--- config.mk ---
export PLATFORM = sky130hd
export DESIGN_NAME = fx_narrow
export DESIGN_NICKNAME = d
export VERILOG_FILES = /design/src/rtl/fx_pkg.sv /design/src/rtl/fx_sat.sv /design/src/rtl/fx_narrow.sv
export SDC_FILE = /design/constraint.sdc
export NUM_CORES = 1
export LEC_CHECK = 0
export BUFFER_PORTS_ARGS = -buffer_cell sky130_fd_sc_hd__buf_2
export CAP_MARGIN = 20
export CORE_ASPECT_RATIO = 1.2
export CORE_MARGIN = 2
export CORE_UTILIZATION = 30
export DETAILED_ROUTE_END_ITERATION = 10
export MAX_ROUTING_LAYER = met4
export PLACE_DENSITY = 0.53
export SYNTH_ARGS = -nofsm -noshare
export SYNTH_HDL_FRONTEND = slang
export SYNTH_SLANG_ARGS = --single-unit
--- constraint.sdc ---
create_clock -name clk -period 2.9 [get_ports clk]
set_clock_uncertainty 0.15 [all_clocks]
set_input_delay 0.145 -clock clk [delete_from_list [all_inputs] [get_ports clk]]
set_output_delay 0.145 -clock clk [all_outputs]
set_load 0.02 [all_outputs]
--- src/rtl/fx_pkg.sv ---
// Shared fixed-point helpers: rounding-mode codes and two's-complement saturation bounds.
package fx_pkg;

  localparam int RND_FLOOR   = 0;
  localparam int RND_HALF_UP = 1;

  function automatic logic signed [31:0] sat_max(input int w);
    return (32'sd1 <<< (w - 1)) - 32'sd1;
  endfunction

  function automatic logic signed [31:0] sat_min(input int w);
    return -(32'sd1 <<< (w - 1));
  endfunction

endpackage

--- src/rtl/fx_sat.sv ---
// Combinational two's-complement saturate from IN_W down to OUT_W bits, with overflow flag.
module fx_sat
  import fx_pkg::*;
#(
  parameter int IN_W  = 15,
  parameter int OUT_W = 12
) (
  input  logic [IN_W-1:0]  d,
  output logic [OUT_W-1:0] q,
  output logic             ovf
);

  localparam logic signed [31:0] HI = sat_max(OUT_W);
  localparam logic signed [31:0] LO = sat_min(OUT_W);
  localparam logic [OUT_W-1:0] HI_Q = HI[OUT_W-1:0];
  localparam logic [OUT_W-1:0] LO_Q = LO[OUT_W-1:0];

  // Dropped MSBs plus the kept sign bit must all agree for the value to fit.
  logic [IN_W-OUT_W:0] top;
  assign top = d[IN_W-1:OUT_W-1];

  assign ovf = !((&top) || !(|top));
  assign q   = ovf ? (d[IN_W-1] ? LO_Q : HI_Q) : d[OUT_W-1:0];

endmodule

--- src/rtl/fx_narrow.sv ---
// Two-stage elastic fixed-point narrowing: S1 round/truncate, S2 saturate (fx_sat).
// Define FX_NARROW_SAT_CNT_EN to add the o_sat_cnt saturated-beat counter.
module fx_narrow
  import fx_pkg::*;
#(
  parameter int IN_W     = 16,
  parameter int IN_FRAC  = 10,
  parameter int OUT_W    = 12,
  parameter int OUT_FRAC = 8,
  parameter int RND      = RND_HALF_UP
) (
  input  logic             clk,
  input  logic             rst,
  input  logic [IN_W-1:0]  i_data,
  input  logic             i_valid,
  output logic             i_ready,
  output logic [OUT_W-1:0] o_data,
  output logic             o_valid,
  input  logic             o_ready,
  output logic             o_ovf,
  output logic             o_ovf_sticky,
  input  logic             i_clr
`ifdef FX_NARROW_SAT_CNT_EN
  ,
  output logic [15:0]      o_sat_cnt
`endif
);

  localparam int D    = IN_FRAC - OUT_FRAC;
  localparam int HD   = (D > 0) ? D - 1 : 0;
  localparam int S1_W = IN_W + 1 - D;
  localparam int S2_W = (S1_W > OUT_W) ? S1_W : OUT_W + 1;
  localparam logic signed [IN_W:0] HALF =
    (RND == RND_HALF_UP && D > 0) ? ((IN_W + 1)'(1) << HD) : '0;

  // One extra bit of headroom so the rounding carry of the max positive input survives.
  logic signed [IN_W:0]   sum;
  logic signed [S1_W-1:0] s1_data;
  logic                   s1_valid;
  logic signed [S2_W-1:0] s2_in;
  logic [OUT_W-1:0]       sat_q;
  logic                   sat_ovf;
  logic                   s1_adv;
  logic                   s1_load;

  assign sum     = $signed({i_data[IN_W-1], i_data}) + HALF;
  assign s2_in   = S2_W'(s1_data);
  assign s1_adv  = s1_valid && (!o_valid || o_ready);
  assign i_ready = !rst && (!s1_valid || !o_valid || o_ready);
  assign s1_load = i_valid && i_ready;

  fx_sat #(
    .IN_W (S2_W),
    .OUT_W(OUT_W)
  ) u_sat (
    .d  (s2_in),
    .q  (sat_q),
    .ovf(sat_ovf)
  );

  always_ff @(posedge clk) begin
    if (rst) begin
      s1_valid     <= 1'b0;
      s1_data      <= '0;
      o_valid      <= 1'b0;
      o_data       <= '0;
      o_ovf        <= 1'b0;
      o_ovf_sticky <= 1'b0;
    end else begin
      if (s1_load) begin
        s1_valid <= 1'b1;
        s1_data  <= S1_W'(sum >>> D);
      end else if (s1_adv) begin
        s1_valid <= 1'b0;
      end

      if (s1_adv) begin
        o_valid <= 1'b1;
        o_data  <= sat_q;
        o_ovf   <= sat_ovf;
      end else if (o_ready) begin
        o_valid <= 1'b0;
        o_ovf   <= 1'b0;
      end

      // A saturation entering S2 wins over a coincident clear.
      if (s1_adv && sat_ovf) begin
        o_ovf_sticky <= 1'b1;
      end else if (i_clr) begin
        o_ovf_sticky <= 1'b0;
      end
    end
  end

`ifdef FX_NARROW_SAT_CNT_EN
  always_ff @(posedge clk) begin
    if (rst || i_clr) begin
      o_sat_cnt <= '0;
    end else if (o_valid && o_ready && o_ovf && o_sat_cnt != 16'hFFFF) begin
      o_sat_cnt <= o_sat_cnt + 16'd1;
    end
  end
`endif

endmodule
# After elaboration in Yosys (flattened, before gate mapping)
# Index checks and enable logic that the tools add are counted.
# word_totals
ff_bits	31
output_inout_bits	16
word_cells	34
# classes
add_sub_neg	1
n_mux	9
reduce_logical	18
# op_table
cell	n
two-way mux 12 bit	2
adder 16 x 3 -> 17 bit (second input constant)	1
two-way mux 1 bit	7
nonzero test 2 bit	3
logical NOT 1 bit	5
logical AND 1 bit	4
logical OR 1 bit	4
AND reduction 4 bit	1
OR reduction 4 bit	1

# Longest topological paths before layout
# Gate-level depths: netlist of run 1.
# logic_depth
word_depth	6
ltp_mapped	6
ltp_nobuf	5

# Cells and area by module
# A second synthesis of run 1 with hierarchy kept.
# unflattened
hier_cells	204
area_unflattened_um2	1644.1
# by_module_without_submodules
mod	instances	cells_each	area_each_um2
fx_narrow	1	160	1353.8
fx_sat	1	44	290.3

# Least setup slack after synthesis of run 1
# No wires, ideal clock.
# synth_path
path_kind	reg2reg
from	register o_valid
to	register s1_data[14]
arrival_ns	1.379
t_required_ns	2.692
path_slack_ns	1.313
path_stages_with_launch	6
n_path_buf	1
cell_sequence	dfxtp_1 -> and3b_1 -> or3b_1 -> buf_2 -> a311oi_2 -> a21o_1
# synth_via
elab_chain_cells	5
# synth_lines
item	line_no	text
start, declared	fx_narrow.sv:18	output logic o_valid,
start signal, assigned	fx_narrow.sv:65	o_valid <= 1'b0;
start signal, assigned	fx_narrow.sv:78	o_valid <= 1'b1;
start signal, assigned	fx_narrow.sv:82	o_valid <= 1'b0;
logical NOT 1 bit	fx_narrow.sv:49	assign i_ready = !rst && (!s1_valid || !o_valid || o_ready);
logical OR 1 bit (2 in series)	fx_narrow.sv:49	
logical AND 1 bit	fx_narrow.sv:49	
logical AND 1 bit	fx_narrow.sv:50	assign s1_load = i_valid && i_ready;
end signal, assigned	fx_narrow.sv:72	s1_data <= S1_W'(sum >>> D);
end, declared	fx_narrow.sv:38	logic signed [S1_W-1:0] s1_data;
# Every way passes these cells.
# A chain may end at the register's enable or synchronous reset.

# Worst setup path after layout of run 1
# layout_path
from	input port o_ready
to	register s1_data[14]
# layout_via
elab_chain_cells	3
# layout_lines
item	line_no	text
start, declared	fx_narrow.sv:19	input logic o_ready,
logical OR 1 bit	fx_narrow.sv:49	
logical AND 1 bit	fx_narrow.sv:49	
logical AND 1 bit	fx_narrow.sv:50	
# Every way passes these cells.

==> impl_metrics.yaml, run 1 <==
outcome:
  outcome: "finished, final reports clean"
synthesis:
  synthCells: 154
  synth_area_leader_cell: "dfxtp_1"
  yosysWarningCount: 0
  syn_avg_cell_area_um2: 8.90
  synth_area_um2: 1370
  synthDistinctLibCells: 31
  synth_area_leaders: "dfxtp_1, xor2_1, nor2_1, a21oi_1, nor3_1"
  synth_fp_nets: 176
  seq_area_frac_synth_pct: 45.3
  ys_ff_latch: 31
  synth_top_area_share_pct: 45.3
power:
  peakVddDrop_mv: 0.171
  powerDensity_nw_per_um2: 576
  p_leak_uw: 0.000713
critical_path:
  start_kind: "primary input"
  cp.required_ps: 2980
  cp-end-kind: "flop"
  worst-path-max-fanout: 16
  worstSetupPathType: "in -> reg"
  worstPathArrival_ps: 2060
cells_and_area:
  fin_cells: 245
  seqCellArea_um2: 621
  num-fill-cells: 463
  syn_to_final_growth_pct: 23.9
  drive_gt1_share_pct: 23.8
  final_util_pct: 39.2
  n_antenna_cell: 0
  final_nets: 210
  final_area_um2: 1700
  multi_input_area_um2: 694
floorplanning:
  die_h_um: 78.0
  dieArea_um2: 5130
  start_util_pct: 31.7
  ios: 37
  fp-row-count: 26
  die-width_um: 65.7
  fp.coreArea_um2: 4330
cts:
  cts_htree_levels: 2
  cts-root-buf: "clkbuf_8"
  cts_resized: 0
  clock_sinks: 31
  clk_pin_slew_worst_paths_ps: 60
  clockBufferDepth: 2
  cts_tree: "done"
  insertion_delay_ps: 280
  cts_buffers: 5
  cts_setup_buffers: 0
place:
  dp_cells: 234
  port_buffers: 35
  post-dp-hpwl_mm: 2.11
  dpl_cell_area_um2: 1570
  gp_congestion: 0.732
grt:
  grt_pass1_vias: 1017
  grt_max_degree: 29
  grtUsageTotal_pct: 12.1
  antenna_found_initial: 0
  grt_overflow: 0
  grt_pass1_wl_mm: 4.64
timing:
  drv_slew: 0
  period_share_pct: 68.5
  fin_tns_setup_ps: 0
  tightest_slew_ps: 764
  finalSetupViolCount: 0
  fmax_ghz: 0.504
  min_period_ps: 1990
  relSlewSlack_pct: 48.8
  finalHoldViolations: 0
  rsz0062_at_grt: "false"
route:
  post_drt_wl_per_cell_um: 11.4
  drc: 0
  drt-vias-per-instance: 4.69
  routed_wl_mm: 2.80
  dr.pass1.iters: 4
  ant_nets: 0
  drt-initial-drc-count: 42
  dr_total_vias: 1149
worst_hold_path:
  hp-class: "in -> reg"
job:
  drv_cap: 0
-- cell families (layout without fill, tap and decap cells) --
logic type      Yosys count  in the layout  share of synthesized area (%)
buf+inv                  13             48                           4.02
flops                    31             31                           45.3
xor+xnor                 13             13                           8.31
simple gates             63             63                           25.2
compound gates           30             30                           14.0
fa+ha+maj                 1              1                          0.913
mux                       3              3                           2.28
-- critical path, stage by stage --
cell and delay, ps:
dlygate4sd3_1 530, buf_2 110, and3b_1 200, or3b_1 600
a311oi_2 340, a21o_1 110
-- state kept, by name, indices dropped and copies added, names as in the netlist --
| signal | cells |
|---|---|
| s1_data | 15 |
| s1_valid | 1 |
| o_ovf | 1 |
| o_data | 12 |
| o_valid | 1 |
| o_ovf_sticky | 1 |
-- layout by cell type, fill, tap and decap left out, types with 7 or more instances in the layout --
master / count
xor2_1: 9
nor3_1: 12
dfxtp_1: 31
a21oi_1: 14
buf_2: 35
clkbuf_8: 7
nor2_1: 20
-- metrics by stage --
| step | power, µW | hold slack (ps) | setup WS (ps) |
|---|---|---|---|
| 6_report | 977 | 14.4 | 915 |
| 5_1_grt | 1030 | 29.2 | 815 |
| 4_1_cts | 993 | 3.04 | 920 |
| 3_5_place_dp | 623 | 237 | 1090 |
| 3_3_place_gp | 618 | 228 | 1150 |
| 2_1_floorplan | 574 | 116 | 1310 |
-- area by class of cell --
| class | instances | area share [%] |
|---|---|---|
| multi-input cells | 110 | 40.9 |
| well taps | 56 | 4.13 |
| repair buffers | 38 | 12.1 |
| flip-flops and latches | 31 | 36.6 |
| inverters | 2 | 0.442 |
| clock buffers | 8 | 5.90 |
-- repair_timing --
item / CTS / global route
hold endpoints to repair: 3 / 0
hold buffers: 3 / 0
endpoints found under the setup margin: 0 / 0
-- power by group --
| part | switching [µW] | internal, µW |
|---|---|---|
| registers | 15.3 | 456 |
| clock network | 147 | 216 |
| logic | 85.6 | 57.2 |
-- cells in the mapped netlist, drive strengths merged --
master,instances
xor2,9
xnor2,4
o2bb2ai,5
mux2i,2
nand4,5
or3b,2
nand3,3
nand2b,3
a21oi,14
buf,5
and3b,1
nand3b,5
and4,4
nor2,20
a21o,1
a211oi,3
nor2b,1
o211ai,1
mux2,1
dfxtp,31
ha,1
inv,2
nor3,12
a311oi,1
clkbuf,6
o21ai,5
and3,3
and2,2
nand2,2
-- per-layer routing --
metal  part of all wire [%]  routed length (µm)  global-route usage (%)  vias up
li1                       -                   -                       -      613
met1                     48                1350                    14.5      501
met2                     45                1250                    18.1       30
met3                    5.2                 145                    3.30        5
met4                    1.9                  54                    6.88        0
met5                      0                   0                       -        -
-- path summary, 6_finish.rpt --
| path | from | end | slack (ps) | cells after the start |
|---|---|---|---|---|
| max | o_ready | s1_data[14]$_SDFFE_PP0P_ | 910 | 6 |
| min | i_data[13] | s1_data[11]$_SDFFE_PP0P_ | 10 | 3 |
| max reg2reg | s1_valid$_SDFFE_PP0P_ | s1_data[14]$_SDFFE_PP0P_ | 1090 | 4 |
| min reg2reg | o_ovf_sticky$_SDFFE_PP0P_ | o_ovf_sticky$_SDFFE_PP0P_ | 320 | 2 |
Power figures use the tool's default switching activity.
==> inputs of run 2 (changes only) <==
PLACE_DENSITY = 0.54   (was 0.53)
clock period = 1.7 ns   (was 2.9 ns; I/O delays follow)
==> impl_metrics.yaml, run 2 (synthesis results as in run 1) <==
outcome:
  outcome: "finished, final reports clean"
grt:
  grtUsageTotal_pct: 13.6
  grt_max_degree: 28
  grt_pass1_vias: 1196
  antenna_found_initial: 0
  grt_pass1_wl_mm: 5.19
  grt_overflow: 0
power:
  p_sw_uw: 434
  intPower_uw: 1270
  sw_frac_of_total_pct: 25.5
  combPwrFrac_pct: 15.9
  p_clk_share_pct: 36.7
  powerDensity_nw_per_um2: 931
  p_seq_share_pct: 47.4
  p_leak_uw: 0.000775
  power_uw: 1700
  peakVddDrop_mv: 0.268
critical_path:
  worstPathArrival_ps: 1700
  cp.required_ps: 1780
  worstSetupPathType: "in -> reg"
  slowest_delay_ps: 530
  cp-end-kind: "flop"
  cp_slowest_cell: "dlygate4sd3_1"
  cp_cell_sequence: "dlygate4sd3_1, buf_2, and4_1, and3_2, a311oi_2, a21o_1"
  crit_buf_inv: 2
  worst-path-max-fanout: 7
  start_kind: "primary input"
  cp_top_family: "buffers and inverters"
cts:
  clockBufferDepth: 2
  clk_pin_slew_worst_paths_ps: 60
  cts_buffers: 5
  insertion_delay_ps: 280
  cts_tree: "done"
  cts_resized: 0
  cts-root-buf: "clkbuf_8"
  cts_htree_levels: 2
  clock_sinks: 31
timing:
  fin_tns_setup_ps: 0
  period_share_pct: 95.1
  fmax_ghz: 0.619
  finalSetupViolCount: 0
  relSlewSlack_pct: 74.9
  finalHoldViolations: 0
  tightest_slew_ps: 375
  min_period_ps: 1620
  rsz0062_at_grt: "false"
  drv_slew: 0
  timing.hold.ws_ps: 18.7
cells_and_area:
  drive_gt1_share_pct: 24.6
  largest_reg_flops: 15
  most-common-layout-cells: "buf_2, dfxtp_1, nor2_1"
  num-fill-cells: 444
  n_antenna_cell: 0
  final_common_cell: "buf_2"
  largestRegisters: "s1_data x15, o_data x12"
  regMostFlops: "s1_data"
  syn_to_final_growth_pct: 33.2
  final_nets: 224
floorplanning:
  die-width_um: 65.7
  dieArea_um2: 5130
  fp.coreArea_um2: 4330
  fp-row-count: 26
  ios: 37
  start_util_pct: 31.7
  die_h_um: 78.0
route:
  post_drt_wl_per_cell_um: 11.8
  drc: 0
  dr.pass1.iters: 4
  ant_nets: 0
  drt-vias-per-instance: 4.69
  dr_total_vias: 1214
  drt-initial-drc-count: 35
  routed_wl_mm: 3.05
place:
  port_buffers: 35
  post-dp-hpwl_mm: 2.32
  gp_congestion: 0.738
worst_hold_path:
  hp-class: "in -> reg"
job:
  drv_cap: 0
run 2: repair_timing:
| item | in CTS | in global routing |
|---|---|---|
| setup buffers | 0 | 1 |
| hold buffers | 12 | 0 |
| hold endpoints to repair | 13 | 0 |
| endpoints found under the setup margin | 0 | 11 |
run 2: worst paths after layout:
kind                                                 from                         to  slack [ps]  depth (start not counted)
worst max-delay path                            i_data[5]   s1_data[14]$_SDFFE_PP0P_          80                          6
worst min-delay path                           i_data[10]    s1_data[8]$_SDFFE_PP0P_          20                          3
worst max register to register      s1_valid$_SDFFE_PP0P_    s1_data[5]$_SDFFE_PP0P_          90                          5
worst min register to register  o_ovf_sticky$_SDFFE_PP0P_  o_ovf_sticky$_SDFFE_PP0P_         320                          2
run 2: per-layer routing:
layer	global-route usage (%)	up-vias	wire, µm
met5	-	-	0
met4	6.88	0	53
met3	4.58	4	168
met2	22.4	31	1530
met1	14.3	543	1300
li1	-	636	-
run 2: power by group through the flow:
stage	registers, µW	logic [µW]	clock network, µW
2_1_floorplan	847	133	0
3_3_place_gp	820	242	0
3_5_place_dp	822	249	0
4_1_cts	806	271	640
5_1_grt	812	302	669
6_report	806	271	623
run 2: layout make-up:
type | instances | area, µm² | share of cell area (%)
multi-input cells | 110 | 694 | 38.0
flip-flops and latches | 31 | 621 | 34.0
repair buffers | 52 | 333 | 18.2
clock buffers | 8 | 100 | 5.48
well taps | 56 | 70.1 | 3.84
inverters | 2 | 7.51 | 0.411
run 2: stage by stage:
stage / setup slack, ps / area [µm²] / instances / util, %
3_5_place_dp: 102 / 1600 / 238 / 36.9
4_1_cts: 87.7 / 1820 / 258 / 42.0
2_1_floorplan: 113 / 1370 / 154 / -
5_1_grt: 9.18 / 1830 / 259 / 42.2
6_report: 83.9 / 1830 / 259 / 42.2
3_3_place_gp: 148 / 1600 / 238 / 36.9
run 2: worst reg2reg max path: cells and delay by family, from the launching register on:
kind | cells | cell delay (ps)
AO/OA/AOI/OAI | 1 | 60
AND/OR/NAND/NOR | 3 | 740
flip-flops | 1 | 330
buffers and inverters | 1 | 210
